==> config.mk <==
export PLATFORM = sky130hd
export DESIGN_NAME = alu_sequencer
export DESIGN_NICKNAME = d
export VERILOG_FILES = /design/src/rtl/alu_sequencer.sv
export SDC_FILE = /design/constraint.sdc
export NUM_CORES = 1
export LEC_CHECK = 0
export ABC_CLOCK_PERIOD_IN_PS = 9900
export BUFFER_PORTS_ARGS = -buffer_cell sky130_fd_sc_hd__buf_2
export CORE_MARGIN = 3
export CORE_UTILIZATION = 45
export CTS_BUF_LIST = sky130_fd_sc_hd__clkbuf_4
export DETAILED_ROUTE_END_ITERATION = 7
export GPL_TIMING_DRIVEN = 0
export PLACE_DENSITY = 0.65
export SYNTH_ARGS = -nofsm -noshare
export SYNTH_HDL_FRONTEND = slang
export SYNTH_SLANG_ARGS = --single-unit
==> constraint.sdc <==
create_clock -name clock -period 9.9 [get_ports clock]
set_input_delay 1.485 -clock clock [delete_from_list [all_inputs] [get_ports clock]]
set_output_delay 1.485 -clock clock [all_outputs]
set_load 0.03 [all_outputs]
==> src/rtl/alu_sequencer.sv <==
// Multi-cycle add/sub/mul/div sequencer sharing one adder, with a busy/done handshake.
// Define ALU_SEQ_DIV_EN to build the restoring divider; otherwise op 3 reports error.
module alu_sequencer #(
  parameter int WIDTH = 32
) (
  input  logic             clock,
  input  logic             reset,
  input  logic             clear,
  input  logic             start,
  input  logic [1:0]       op,
  input  logic [WIDTH-1:0] operand_a,
  input  logic [WIDTH-1:0] operand_b,
  output logic             busy,
  output logic             done,
  output logic [WIDTH-1:0] result,
  output logic [WIDTH-1:0] remainder,
  output logic             error
);

  localparam int CW = (WIDTH > 1) ? $clog2(WIDTH) : 1;
  localparam logic [CW-1:0] LAST = CW'(WIDTH - 1);

  typedef enum logic [2:0] {
    IDLE   = 3'd0,
    ADDSUB = 3'd1,
    MUL    = 3'd2,
    DIV    = 3'd3,
    DONE   = 3'd4
  } state_t;

  state_t state, state_next;

  // x: addend / multiplicand / divisor; y: addend / multiplier / dividend-quotient;
  // acc: product accumulator / partial remainder
  logic [WIDTH-1:0] x, x_next;
  logic [WIDTH-1:0] y, y_next;
  logic [WIDTH-1:0] acc, acc_next;
  logic [CW-1:0]    count, count_next;
  logic [1:0]       op_reg, op_next;
  logic [WIDTH-1:0] result_next, remainder_next;
  logic             error_next;

  logic [WIDTH-1:0] add_a, add_b, sum;
  logic             add_sub;
`ifdef ALU_SEQ_DIV_EN
  logic             carry;
  logic             take;
`endif

  always_comb begin
    add_a   = '0;
    add_b   = '0;
    add_sub = 1'b0;
    case (state)
      ADDSUB: begin
        add_a   = x;
        add_b   = y;
        add_sub = (op_reg == 2'd1);
      end
      MUL: begin
        add_a = acc;
        add_b = x;
      end
`ifdef ALU_SEQ_DIV_EN
      DIV: begin
        add_a   = {acc[WIDTH-2:0], y[WIDTH-1]};
        add_b   = x;
        add_sub = 1'b1;
      end
`endif
      default: ;
    endcase
  end

`ifdef ALU_SEQ_DIV_EN
  assign {carry, sum} = {1'b0, add_a} + {1'b0, add_b ^ {WIDTH{add_sub}}} + (WIDTH+1)'(add_sub);
`else
  assign sum = add_a + (add_b ^ {WIDTH{add_sub}}) + WIDTH'(add_sub);
`endif

  always_comb begin
    state_next     = state;
    x_next         = x;
    y_next         = y;
    acc_next       = acc;
    count_next     = count;
    op_next        = op_reg;
    result_next    = result;
    remainder_next = remainder;
    error_next     = error;
`ifdef ALU_SEQ_DIV_EN
    take           = 1'b0;
`endif
    case (state)
      IDLE: begin
        if (start && !clear) begin
          op_next    = op;
          acc_next   = '0;
          count_next = '0;
          // Divider keeps the divisor in x and shifts the dividend through y
          if (op == 2'd3) begin
            x_next = operand_b;
            y_next = operand_a;
          end else begin
            x_next = operand_a;
            y_next = operand_b;
          end
          case (op)
            2'd2:    state_next = MUL;
`ifdef ALU_SEQ_DIV_EN
            2'd3:    state_next = DIV;
`endif
            default: state_next = ADDSUB;
          endcase
        end
      end
      ADDSUB: begin
        result_next    = sum;
        remainder_next = '0;
        error_next     = 1'b0;
`ifndef ALU_SEQ_DIV_EN
        if (op_reg == 2'd3) begin
          result_next = '0;
          error_next  = 1'b1;
        end
`endif
        state_next = DONE;
      end
      MUL: begin
        if (y[0]) acc_next = sum;
        x_next     = x << 1;
        y_next     = y >> 1;
        count_next = count + CW'(1);
        if (count == LAST) begin
          result_next    = acc_next;
          remainder_next = '0;
          error_next     = 1'b0;
          state_next     = DONE;
        end
      end
`ifdef ALU_SEQ_DIV_EN
      DIV: begin
        if (count == '0 && x == '0) begin
          result_next    = '1;
          remainder_next = y;
          error_next     = 1'b1;
          state_next     = DONE;
        end else begin
          // A set top bit means the shifted remainder exceeds any WIDTH-bit divisor
          take       = acc[WIDTH-1] | carry;
          acc_next   = take ? sum : add_a;
          y_next     = {y[WIDTH-2:0], take};
          count_next = count + CW'(1);
          if (count == LAST) begin
            result_next    = y_next;
            remainder_next = acc_next;
            error_next     = 1'b0;
            state_next     = DONE;
          end
        end
      end
`endif
      DONE:    state_next = IDLE;
      default: state_next = IDLE;
    endcase
    if (clear) begin
      state_next     = IDLE;
      result_next    = '0;
      remainder_next = '0;
      error_next     = 1'b0;
    end
  end

  always_ff @(posedge clock or negedge reset) begin
    if (!reset) state <= IDLE;
    else        state <= state_next;
  end

  always_ff @(posedge clock or negedge reset) begin
    if (!reset) begin
      x         <= '0;
      y         <= '0;
      acc       <= '0;
      count     <= '0;
      op_reg    <= '0;
      result    <= '0;
      remainder <= '0;
      error     <= 1'b0;
    end else begin
      x         <= x_next;
      y         <= y_next;
      acc       <= acc_next;
      count     <= count_next;
      op_reg    <= op_next;
      result    <= result_next;
      remainder <= remainder_next;
      error     <= error_next;
    end
  end

  assign busy = (state != IDLE);
  assign done = (state == DONE);

endmodule

# Word level (Yosys, flattened, before mapping)

Index checks and enable logic that the tools add are counted.
W data, S select, Z words.

Muxes and demuxes: 30
Bitwise operators: 1
Equal/unequal tests: 11
Add/subtract/negate cells: 3
Reductions and logical operators: 10

Operators by type and width:

| operator              | number |
|---|---|
| $pmux W32 S2          | 7 |
| $mux W32              | 11 |
| $add A32 B1 Y32       | 1 |
| $add A32 B32 Y32      | 1 |
| $xor A32 B32 Y32      | 1 |
| $pmux W5 S2           | 1 |
| $mux W3               | 3 |
| $pmux W3 S3           | 1 |
| $reduce_and A2 Y1     | 4 |
| $eq A2 B2 Y1 const B  | 3 |
| $ne A3 B3 Y1 const B  | 2 |
| $reduce_bool A3 Y1    | 2 |
| $add A5 B1 Y5 const B | 1 |
| $eq A5 B5 Y1 const B  | 1 |
| $mux W5               | 1 |
| $mux W1               | 4 |
| $eq A3 B1 Y1 const B  | 1 |
| $eq A3 B2 Y1 const B  | 1 |
| $eq A3 B3 Y1 const B  | 1 |
| $logic_not A3 Y1      | 1 |
| $eq A2 B1 Y1 const B  | 1 |
| $mux W2               | 1 |
| $ne A2 B2 Y1 const B  | 1 |
| $pmux W1 S2           | 1 |
| 3 further kinds       | 3 |

Bits of input ports: 70
Logic and storage cells: 64
Flip-flop bits (word level): 171
Output and inout bits: 67

# Depth between registers and ports, before layout

Gate-level depths: netlist of run 1.

Depth in word-level cells: 9
Mapped depth: 18
Mapped depth without buffers: 15

# Worst setup path after synthesis of run 1

Ideal clock, no wire load.

Kind: register to register
Start point: reg state[0]
End point: reg result[30]
Setup slack: 5860 ps
Stages on the path, launching flop included: 18
Data arrival time: 3910 ps
Path buffers: 4
Library setup time: 130 ps
Path through: dfrtp_1 -> buf_2 -> nor3b_1 -> clkbuf_1 -> clkbuf_1 -> buf_1 -> a22o_1 -> ha_1 -> nor2b_1 -> o21bai_1 -> a21oi_1 -> o41a_1 -> a41o_1 -> o21a_1 -> o21ai_1 -> o21ai_1 -> xnor2_1 -> o21ai_1

Longest elaborated chain between the ends: 9
Elaborated cells between the ends (all ways): 16
Those cells by class: 2 x add/sub; 3 x eq/ne; 8 x mux; 1 x bitwise; 2 x reduce/logical

RTL lines:

| item                                         | RTL line | source |
|---|---|---|
| start, declared                              | 31       | `state_t state, state_next;` |
| start signal, assigned                       | 176      | `else state <= state_next;` |
| $eq A3 B2 Y1 or $eq A3 B1 Y1 (tied branches) | 54, 94   |  |
| $pmux W32 S2 or $mux W1 (tied branches)      | 54       | `case (state)` |
| $xor A32 B32 Y32                             | 78       | `assign sum = add_a + (add_b ^ {WIDTH{add_sub}}) + WIDTH'(add_sub);` |
| $add A32 B32 Y32                             | 78       |  |
| $add A32 B1 Y32                              | 78       |  |
| $mux W32                                     | 130      | `if (y[0]) acc_next = sum;` |
| $mux W32                                     | 134      | `if (count == LAST) begin` |
| $pmux W32 S2                                 | 94       | `case (state)` |
| $mux W32                                     | 166      | `if (clear) begin` |
| end signal, assigned                         | 195      | `result <= result_next;` |
| end, declared                                | 15       | `output logic [WIDTH-1:0] result,` |

Parallel ways exist; a longest one is shown, timed or not. The select of a mux whose other input is x is not followed.
A chain may end at the register's enable or synchronous reset.

# Final worst setup path of run 1

Start point: reg state[1]
End point: reg result[30]

The elaborated chain is that of the path after synthesis.

==> results of run 1 <==
[power breakdown]
part | switching (mW) | internal [mW] | leakage [nW] | total [mW]
clock | 0.220 | 0.174 | 0.152 | 0.394
sequential | 0.108 | 0.652 | 1.84 | 0.760
combinational | 0.250 | 0.167 | 2.83 | 0.416
total | 0.578 | 0.993 | 4.82 | 1.57
[final timing paths]
check                      startpoint         end  slack [ns]  cells past startpoint
hold reg to reg              count[3]    count[3]        0.49                      1
setup reg to reg             state[1]  result[30]        4.48                     17
hold / removal               count[3]    count[3]        0.49                      1
min in group asynchronous       reset    count[1]        0.86                      1
max in group asynchronous       reset     acc[13]        8.27                      2
setup / recovery             state[1]  result[30]        4.48                     17
[layout make-up]
class	count	area [um^2]	area share, %
Antenna cell	1	2.50	0.0238
Buffer	119	574	5.46
Clock buffer	17	128	1.21
Clock inverter	15	174	1.65
Inverter	13	48.8	0.464
Multi-Input combinational cell	821	5220	49.6
Sequential cell	139	3480	33.1
Tap cell	265	332	3.16
Timing Repair Buffer	105	554	5.27
[worst max-delay path, cell delays in order, from the launching register on]
cell,delay (ns)
dfrtp_1,0.34
buf_2,0.19
nor3b_1,0.44
clkbuf_1,0.50
clkbuf_1,0.43
buf_1,0.59
a22o_1,0.23
ha_1,0.27
a21o_1,0.24
nor2_1,0.09
a21oi_1,0.11
o41a_1,0.47
a41o_1,0.32
o21a_1,0.21
o21ai_1,0.26
o21ai_1,0.15
xnor2_1,0.34
o21ai_1,0.13
[cell families (layout without fill, tap and decap cells)]
group / Yosys count / after routing
other cells: 1 / 33
fa+ha+maj: 33 / 33
buf+inv: 132 / 269
flops: 139 / 139
xor+xnor: 59 / 59
compound gates: 408 / 408
mux: 2 / 2
simple gates: 287 / 287
[routing by layer]
metal / part of all wire [%] / vias up / global-route usage (%)
met5: 0 / - / 0
met4: 2.3 / 0 / 7.60
met3: 6.3 / 38 / 3.92
met2: 43 / 314 / 37.8
met1: 49 / 4030 / 39.0
li1: - / 4182 / -
[placed cells by master, fill, tap and decap left out, drive strengths merged, types with 4 or more instances in the layout]
master and n:
a21o 13, a21oi 104, a221o 59, a22o 39, a22oi 52, buf 155
clkbuf 86, clkinv 6, clkinvlp 4, conb 32, dfrtp 139, ha 32
inv 15, nand2 167, nand2b 7, nand3 49, nand4 5, nor2 28
nor2b 6, nor3 6, nor3b 4, o21ai 93, o21bai 8, o22ai 4
xnor2 18, xor2 41
[stage by stage]
stage / area, um^2 / hold WS, ns
floorplan: 9320 / 0.437
global placement: 10200 / 0.460
detailed placement: 10200 / 0.473
CTS: 10500 / 0.492
global route: 10500 / 0.539
finish: 10500 / 0.489
==> metrics.md, run 1 <==
| Metric | Value |
|---|---|
| Status | `finished clean` |
| Seq/Total Area, Yosys | `37.8%` |
| Grt ovf | `0` |
| Top-count cell post-synth | `nand2_1` |
| Fin crit share | `54.8%` |
| Overall power | `1.57 mW` |
| Post-synthesis adder-cell area fraction | `4.57%` |
| Synth cell count leaders | `167 x nand2_1, 139 x dfrtp_1, 102 x a21oi_1` |
| Clk_lat worst skew | `0.57 ns` |
| RSZ-0062 raised after global routing | `no` |
| Worst Skew | `0.0199 ns` |
| Hold Vio Cnt, Final | `0` |
| Number of CTS-inserted buffers | `17` |
| Hold buffer count at cts | `0` |
| Io pins | `137` |
| WP data required | `10.36 ns` |
| Post-synth top area cell | `dfrtp_1` |
| Largest family of logic cells by synthesized area | `compound AO/OA/AOI/OAI gates` |
| Post-synthesis compound-gate area fraction | `31.1%` |
| CTS clk-pin slew, worst paths | `0.13 ns` |
| Pre-CTS WS | `4.58 ns` |
| Clock buffer depth | `2` |
| H-tree depth | `4` |
| WL/cell | `18.7 um` |
| Top post-synthesis cells by area | `dfrtp_1 38%, nand2_1 6.8%, a221o_1 6.4%, a21oi_1 5.5%, o21ai_1 4.4%` |
| Max_slew headroom | `33.5%` |
| Initial Util | `46.5%` |
| Syn Inst Count | `1,061` |
| EDFF count, synth | `0` |
| CP arrival | `5.88 ns` |
| Max Fanout on Critical Path | `10` |
| Share of layout cells above drive strength 1 | `15.8%` |
| Row cnt | `51` |
| IO Port Bufs | `104` |
| Inst Count DP | `1,462` |
| Gr usage total | `25.7%` |
| Post-synth top area share | `37.8%` |
| Slew Viols, Final | `0` |
| Synth cell types | `67` |
| Largest net degree at the start of global routing | `79` |
| Num Clock Sinks | `139` |
| Fraction of registers with async set/reset | `100%` |
| HPWL Detailed | `22,200 um` |
| Fin crit period | `5.42 ns` |
| Simple logic cell fraction of the synthesized area | `13.9%` |
| First-pass GRT wire length | `45,000 um` |
| Core Box Area | `19,800 um^2` |
| DRT Wirelength | `28,000 um` |
| Peak supply drop | `0.0669 mV` |
| Root Buffer | `clkbuf_4` |
| Die ar. | `22,200 um^2` |
| Tightest Pin Transition | `0.990 ns` |
| Setup crit start kind | `flip-flop` |
| Top FF cell, synth | `dfrtp_1` |
| Chip width | `149 um` |
| Max cap viols | `0` |
| XOR/XNOR Fraction of Synth Area | `5.62%` |
| PnR worst setup slack | `4.48 ns` |
| Yosys reg bits | `139` |
| Critical path endpoint category | `flip-flop` |
| P_leak | `4.82 nW` |
| Worst hold path type | `flip-flop to flip-flop` |
| Cell Pwr Density | `149 nW/um^2` |
| Setup Fix Bufs, Post-CTS | `0` |
| FILL cells | `1,902` |
| Final Non-Filler Cells | `1,495` |
| DRT Pass-1 Iters | `5` |
| Initial antenna violation count | `1` |
| Mean Syn Cell Area | `8.67 um^2` |
| Yosys Warn Count | `0` |
| ANT nets after route | `0` |
| Vias/cell | `5.73` |
| Net count, final | `1,319` |
| DRT iter0 DRCs | `941` |
| Final RePlAce weighted congestion | `0.892` |
| Chip height | `149 um` |
| Remaining DRCs | `0` |
| Util after Layout | `53.1%` |
| Layout area overhead | `14.2%` |
| Setup tns final | `0 ns` |
| Setup Viol. Count Final | `0` |
| Fmax | `184 MHz` |
| Post-synthesis mux area share | `0.218%` |
| Crit path kind | `flip-flop to flip-flop` |
| Post-cts sizing count | `0` |
| Vias in the first global route | `8,283` |
| CTS tree | `done` |
| Via count | `8,564` |
| Area of the mapped netlist | `9200 um^2` |
Power figures use the tool's default switching activity.
==> run 2: changes to the inputs <==
--- a/config.mk
+++ b/config.mk
@@ -5,14 +5,14 @@
 export SDC_FILE = /design/constraint.sdc
 export NUM_CORES = 1
 export LEC_CHECK = 0
-export ABC_CLOCK_PERIOD_IN_PS = 9900
+export ABC_CLOCK_PERIOD_IN_PS = 4300
 export BUFFER_PORTS_ARGS = -buffer_cell sky130_fd_sc_hd__buf_2
 export CORE_MARGIN = 3
 export CORE_UTILIZATION = 45
 export CTS_BUF_LIST = sky130_fd_sc_hd__clkbuf_4
 export DETAILED_ROUTE_END_ITERATION = 7
 export GPL_TIMING_DRIVEN = 0
-export PLACE_DENSITY = 0.65
+export PLACE_DENSITY = 0.68
 export SYNTH_ARGS = -nofsm -noshare
 export SYNTH_HDL_FRONTEND = slang
 export SYNTH_SLANG_ARGS = --single-unit
==> constraint.sdc (replaced) <==
create_clock -name clock -period 4.3 [get_ports clock]
set_input_delay 0.645 -clock clock [delete_from_list [all_inputs] [get_ports clock]]
set_output_delay 0.645 -clock clock [all_outputs]
set_load 0.03 [all_outputs]
==> run 2 against run 1 <==
Against the previous run:
- utilization up 0.61 points
- clock power up 120%
- via count down 0.44%
- critical path type unchanged
==> metrics.md, run 2 (same netlist as run 1, synthesis figures left out) <==
| Metric | Value |
|---|---|
| Number of CTS-inserted buffers | `17` |
| Worst r2r dst | `result[30]` |
| Reg-to-reg critical path startpoint | `state[1]` |
| Fin crit period | `4.15 ns` |
| Slew Viols, Final | `0` |
| Wire length on met1 | `13,400 um` |
| Vias/cell | `5.70` |
| WL met3 | `1660 um` |
| H-tree depth | `4` |
| Critical path endpoint category | `flip-flop` |
| WP data required | `4.74 ns` |
| Largest net degree at the start of global routing | `97` |
| Grt ovf | `0` |
| Hold endpoint | `op_reg[1]` |
| Gr usage total | `25.1%` |
| Hold_ws | `0.313 ns` |
| DRT Wirelength | `27,600 um` |
| Min-delay src | `op[1]` |
| Register-to-Register Path Depth | `16` |
| Commonest non-fill, non-tap cell in the layout | `nand2_1` |
| Peak supply drop | `0.152 mV` |
| Max_slew headroom | `37.1%` |
| Status | `finished clean` |
| Final RePlAce weighted congestion | `0.913` |
| WL/cell | `18.5 um` |
| Core Box Area | `19,800 um^2` |
| IO Port Bufs | `104` |
| First-pass GRT wire length | `44,200 um` |
| Root Buffer | `clkbuf_4` |
| Remaining DRCs | `0` |
| Initial antenna violation count | `1` |
| Setup Viol. Count Final | `0` |
| Net count, final | `1,321` |
| Via count | `8,526` |
| P_leak | `4.90 nW` |
| ANT nets after route | `0` |
| CTS tree | `done` |
| Setup slack, reg-to-reg | `0.15 ns` |
| HPWL Detailed | `21,900 um` |
| Clock buffer depth | `2` |
| FILL cells | `1,925` |
| Chip width | `149 um` |
| Multi-input logic area | `5270 um^2` |
| Fmax | `241 MHz` |
| Crit path kind | `flip-flop to flip-flop` |
| Setup tns final | `0 ns` |
| DRT iter0 DRCs | `736` |
| CTS clk-pin slew, worst paths | `0.14 ns` |
| Chip height | `149 um` |
| Worst hold path type | `input pin to flip-flop` |
| Io pins | `137` |
| Tightest Pin Transition | `0.936 ns` |
| Clk_lat worst skew | `0.57 ns` |
| Worst Skew | `0.0272 ns` |
| Num Clock Sinks | `139` |
| Layout area overhead | `15.5%` |
| Die ar. | `22,200 um^2` |
| Fin crit share | `96.5%` |
| DR top layer | `met4` |
| Share of layout cells above drive strength 1 | `18.0%` |
| Hold depth | `3` |
| Met2 wire len | `12,200 um` |
| Hold Vio Cnt, Final | `0` |
| Vias in the first global route | `8,075` |
| Cell Pwr Density | `339 nW/um^2` |
| Max cap viols | `0` |
| Row cnt | `51` |
| Most frequent cells in the layout | `167 x nand2_1, 139 x dfrtp_1, 110 x buf_2` |
| DRT Pass-1 Iters | `5` |
| Reg area | `3480 um^2` |
| CP arrival | `4.59 ns` |
| Max Fanout on Critical Path | `10` |
| Setup crit start kind | `flip-flop` |
| Initial Util | `46.5%` |
run 2: cell types whose count changed in the layout (fill, tap and decap cells not counted), sizes merged:
cell,delta
clkinv,-4
inv,+4
clkbuf,+2
buf,-1
bufinv,-1
clkinvlp,+1
dlygate4sd3,+1
run 2: repair_timing:
item | in CTS | in global routing
endpoints found under the hold margin | 43 | 0
pin swaps | 1 | 1
hold buffers | 1 | 0
gates cloned | 0 | 0
endpoints found under the setup margin | 43 | 12
resized for setup | 21 | 28
setup buffers | 0 | 2
run 2: worst max-delay path by stage:
stage,to,from,cells after the start
final,result[30],state[1],16
after global routing,result[28],state[1],17
after CTS,result[30],state[0],18
after detailed placement,result[30],state[0],18
after global placement,result[30],state[0],17
after floorplan,result[30],state[0],17
run 2: layer usage:
metal,GRT usage (%),vias up
met5,0,-
met4,6.59,0
met3,3.59,34
met2,38.1,323
met1,37.9,3984
li1,-,4185
run 2: critical path: stages (launching register included):
cell and delay [ns]:
dfrtp_1 0.37, buf_2 0.17, nor3b_4 0.27, nand3b_4 0.16, buf_1 0.34, xor2_1 0.26, ha_1 0.30, clkbuf_1 0.18
o211ai_1 0.24, a21oi_2 0.08, o41a_1 0.44, a41o_1 0.32, o21a_1 0.23, o21ai_2 0.23, o21ai_2 0.12, xnor2_2 0.22
o21ai_1 0.12
run 2: area by class of cell:
| type | instances | share of cell area (%) |
|---|---|---|
| multi-input cells | 821 | 49.6 |
| well taps | 265 | 3.12 |
| repair buffers | 108 | 5.45 |
| clock inverters | 15 | 1.54 |
| inverters | 13 | 0.459 |
| plain buffers | 118 | 5.90 |
| diodes | 1 | 0.0235 |
| flip-flops and latches | 139 | 32.7 |
| clock buffers | 17 | 1.20 |
run 2: stage by stage:
step | util (%) | instances | setup WS, ns | instance area, um^2 | total power, mW
finish | 53.7 | 1497 | 0.149 | 10600 | 3.60
detailed placement | 51.6 | 1462 | -0.970 | 10200 | 2.71
global placement | 51.4 | 1461 | -0.952 | 10200 | 2.69
CTS | 53.4 | 1495 | 0.0190 | 10600 | 3.59
global route | 53.7 | 1497 | -0.0229 | 10600 | 3.80
floorplan | - | 1092 | 0.260 | 9320 | 2.37
run 2: where the power goes:
part | internal [mW] | leakage, nW | switching, mW
registers | 1.50 | 1.84 | 0.248
clock network | 0.354 | 0.142 | 0.528
logic | 0.396 | 2.93 | 0.575
total | 2.25 | 4.90 | 1.35
==> run 3: changes to the inputs <==
--- a/config.mk
+++ b/config.mk
@@ -5,12 +5,14 @@
 export SDC_FILE = /design/constraint.sdc
 export NUM_CORES = 1
 export LEC_CHECK = 0
+export ABC_AREA = 1
 export ABC_CLOCK_PERIOD_IN_PS = 4300
 export BUFFER_PORTS_ARGS = -buffer_cell sky130_fd_sc_hd__buf_2
 export CORE_MARGIN = 3
 export CORE_UTILIZATION = 45
-export CTS_BUF_LIST = sky130_fd_sc_hd__clkbuf_4
+export CTS_BUF_LIST = sky130_fd_sc_hd__clkbuf_8
 export DETAILED_ROUTE_END_ITERATION = 7
+export GPL_ROUTABILITY_DRIVEN = 0
 export GPL_TIMING_DRIVEN = 0
 export PLACE_DENSITY = 0.68
 export SYNTH_ARGS = -nofsm -noshare
==> run 3 against run 2 <==
Against the previous run:
- sequential share of layout area shrank 1.8 points
- non-clock buffer count shrank 23
- die area grew 6.4%
- setup slack gained 0.22 ns
- clock power grew 32%
- critical path depth grew 4
- clock skew shrank 0.012 ns
- synthesized cell count grew 32%
- critical endpoint is now result[27]
- highest routed layer unchanged
==> metrics.md, run 3 <==
| Metric | Value |
|---|---|
| Critical-path top delay cell | `clkbuf_1` |
| Seq/Total Area, Yosys | `35.4%` |
| Crit path top cell by count | `nand2_1` |
| DRT Wirelength | `30,500 um` |
| Slew Viols, Final | `0` |
| Area of the mapped netlist | `9820 um^2` |
| Setup slack, reg-to-reg | `0.37 ns` |
| Syn Inst Count | `1,399` |
| ANT nets after route | `0` |
| Initial antenna violation count | `0` |
| Fin crit period | `3.93 ns` |
| Clock buffer depth | `2` |
| Inst Count DP | `1,810` |
| Critical Path Max Stage Delay | `0.54 ns` |
| Top post-synthesis cells by area | `dfrtp_1 35%, nand2_1 18%, o21ai_0 7.0%, inv_1 5.8%, ha_1 4.1%` |
| Antenna Cells | `0` |
| Net count, final | `1,655` |
| Chip width | `154 um` |
| Vias in the first global route | `9,134` |
| PnR worst setup slack | `0.374 ns` |
| Commonest non-fill, non-tap cell in the layout | `nand2_1` |
| Via count | `9,805` |
| Status | `finished clean` |
| Placed inst area | `10,800 um^2` |
| CP arrival | `4.29 ns` |
| Largest net degree at the start of global routing | `73` |
| Max cap viols | `0` |
| WP data required | `4.66 ns` |
| Synth cell count leaders | `463 x nand2_1, 151 x inv_1, 139 x dfrtp_1` |
| IO Port Bufs | `104` |
| Fraction of registers with async set/reset | `100%` |
| Fmax | `255 MHz` |
| P_leak | `6.22 nW` |
| Post-synth top area share | `35.4%` |
| Register-to-Register Path Depth | `20` |
| H-tree depth | `4` |
| Root Buffer | `clkbuf_8` |
| Die ar. | `23,600 um^2` |
| Overall power | `4.67 mW` |
| Worst hold path type | `input pin to asynchronous set/reset pin` |
| Tightest Pin Transition | `0.830 ns` |
| CTS clk-pin slew, worst paths | `0.08 ns` |
| Crit-path cells | `inv_1 > nand3_1 > inv_2 > clkbuf_1 > nand2_1 > o21ai_0 > xor2_1 > ha_1 > a21oi_1 > inv_1 > a21oi_1 > o21ai_0 > a211oi_1 > nand2_1 > nand2_1 > nand3_1 > nand2_1 > nand2_1 > nand2_1 > nand2_1` |
| Yosys reg bits | `139` |
| EDFF count, synth | `0` |
| Worst r2r dst | `result[27]` |
| Core Box Area | `21,200 um^2` |
| Hold buffer count at cts | `0` |
| Mean Syn Cell Area | `7.02 um^2` |
| Pre-CTS WS | `-0.209 ns` |
| Row cnt | `53` |
| DRT iter0 DRCs | `1,051` |
| Layout area overhead | `14.7%` |
| Gr usage total | `25.8%` |
| Clk_lat worst skew | `0.48 ns` |
| Io pins | `137` |
| RSZ-0062 raised after global routing | `no` |
| Post-synth top area cell | `dfrtp_1` |
| Num Clock Sinks | `139` |
| Cell Pwr Density | `414 nW/um^2` |
| Hold_ws | `0.150 ns` |
| Setup crit start kind | `flip-flop` |
| Initial Util | `46.3%` |
| Final Non-Filler Cells | `1,839` |
| Top FF cell, synth | `dfrtp_1` |
| Peak supply drop | `0.189 mV` |
| Fin crit share | `91.3%` |
| Most frequent cells in the layout | `463 x nand2_1, 153 x inv_1, 139 x dfrtp_1` |
| Setup tns final | `0 ns` |
| First-pass GRT wire length | `49,100 um` |
| Share of layout cells above drive strength 1 | `13.4%` |
| HPWL Detailed | `24,100 um` |
| Synth cell types | `49` |
| Reg-to-reg critical path startpoint | `state[0]` |
| Vias/cell | `5.33` |
| Max Fanout on Critical Path | `10` |
| Crit path kind | `flip-flop to flip-flop` |
| Yosys Warn Count | `0` |
| Grt ovf | `0` |
| Setup Fix Bufs, Post-CTS | `0` |
| CTS tree | `done` |
| Remaining DRCs | `0` |
| Number of CTS-inserted buffers | `17` |
| WL/cell | `16.6 um` |
| Top-count cell post-synth | `nand2_1` |
| DRT Pass-1 Iters | `6` |
| Max_slew headroom | `44.7%` |
| Worst Skew | `0.0156 ns` |
| Chip height | `154 um` |
| Setup Viol. Count Final | `0` |
| Util after Layout | `53.1%` |
| Hold Vio Cnt, Final | `0` |
| Final non-filler cell area | `11,300 um^2` |
| Critical path endpoint category | `flip-flop` |
-- run 3: cell count changes after synthesis, moves of 24 or more --
cell      previous run  this run
a22o_1              39        12
a21oi_1            102        56
clkbuf_1            69        45
a22oi_1             52         1
o21ai_0             12       138
o211ai_1             1        38
o21ai_1             81         4
nand2_1            167       463
a221o_1             59         0
inv_1               10       151
-- run 3: critical path, delay by kind of cell (launching register included) --
family,cells,cell delay (ns)
compound gates,5,1.09
flops,1,0.46
simple gates,9,0.83
fa+ha+maj,1,0.31
xor+xnor,1,0.19
buf+inv,4,0.92
-- run 3: per-layer routing --
| layer | track usage, % | part of all wire (%) | up-vias |
|---|---|---|---|
| met1 | 37.8 | 46 | 4401 |
| met5 | 0 | 0 | - |
| met3 | 4.81 | 8.7 | 53 |
| met4 | 7.02 | 2.0 | 0 |
| li1 | - | - | 4846 |
| met2 | 39.4 | 43 | 505 |
-- run 3: worst max path at each step --
stage / from / slack (ns) / end
after global placement: state[0] / -0.16 / result[22]
final: state[0] / 0.37 / result[27]
after CTS: state[0] / 0.15 / result[22]
after detailed placement: state[0] / -0.21 / result[22]
after floorplan: state[1] / 1.08 / result[22]
after global routing: state[0] / 0.03 / result[22]
-- run 3: cell families after synthesis --
logic type,synth area share [%]
AO/OA/AOI/OAI,19.6
XOR/XNOR,4.62
adder cells (fa/ha/maj),4.28
buffers and inverters,11.2
flip-flops,35.4
multiplexers,0.408
other,0.0382
AND/OR/NAND/NOR,24.4
-- run 3: area by class of cell --
cell class / instances / area (um^2)
fillers: 2174 / 9950
clock buffers: 17 / 234
repair buffers: 105 / 554
multi-input cells: 1036 / 5370
plain buffers: 98 / 523
flip-flops and latches: 139 / 3480
well taps: 275 / 344
inverters: 155 / 586
clock inverters: 14 / 181
-- run 3: report_power, final --
group	leakage, nW	switching (mW)	internal, mW	total (mW)
sequential	1.81	0.206	1.63	1.84
combinational	4.19	1.14	0.529	1.66
clock	0.218	0.540	0.622	1.16
-- run 3: repair_timing --
item,in CTS,in global routing
setup endpoints to repair,11,8
gates resized for setup,0,21
pin swaps,0,0
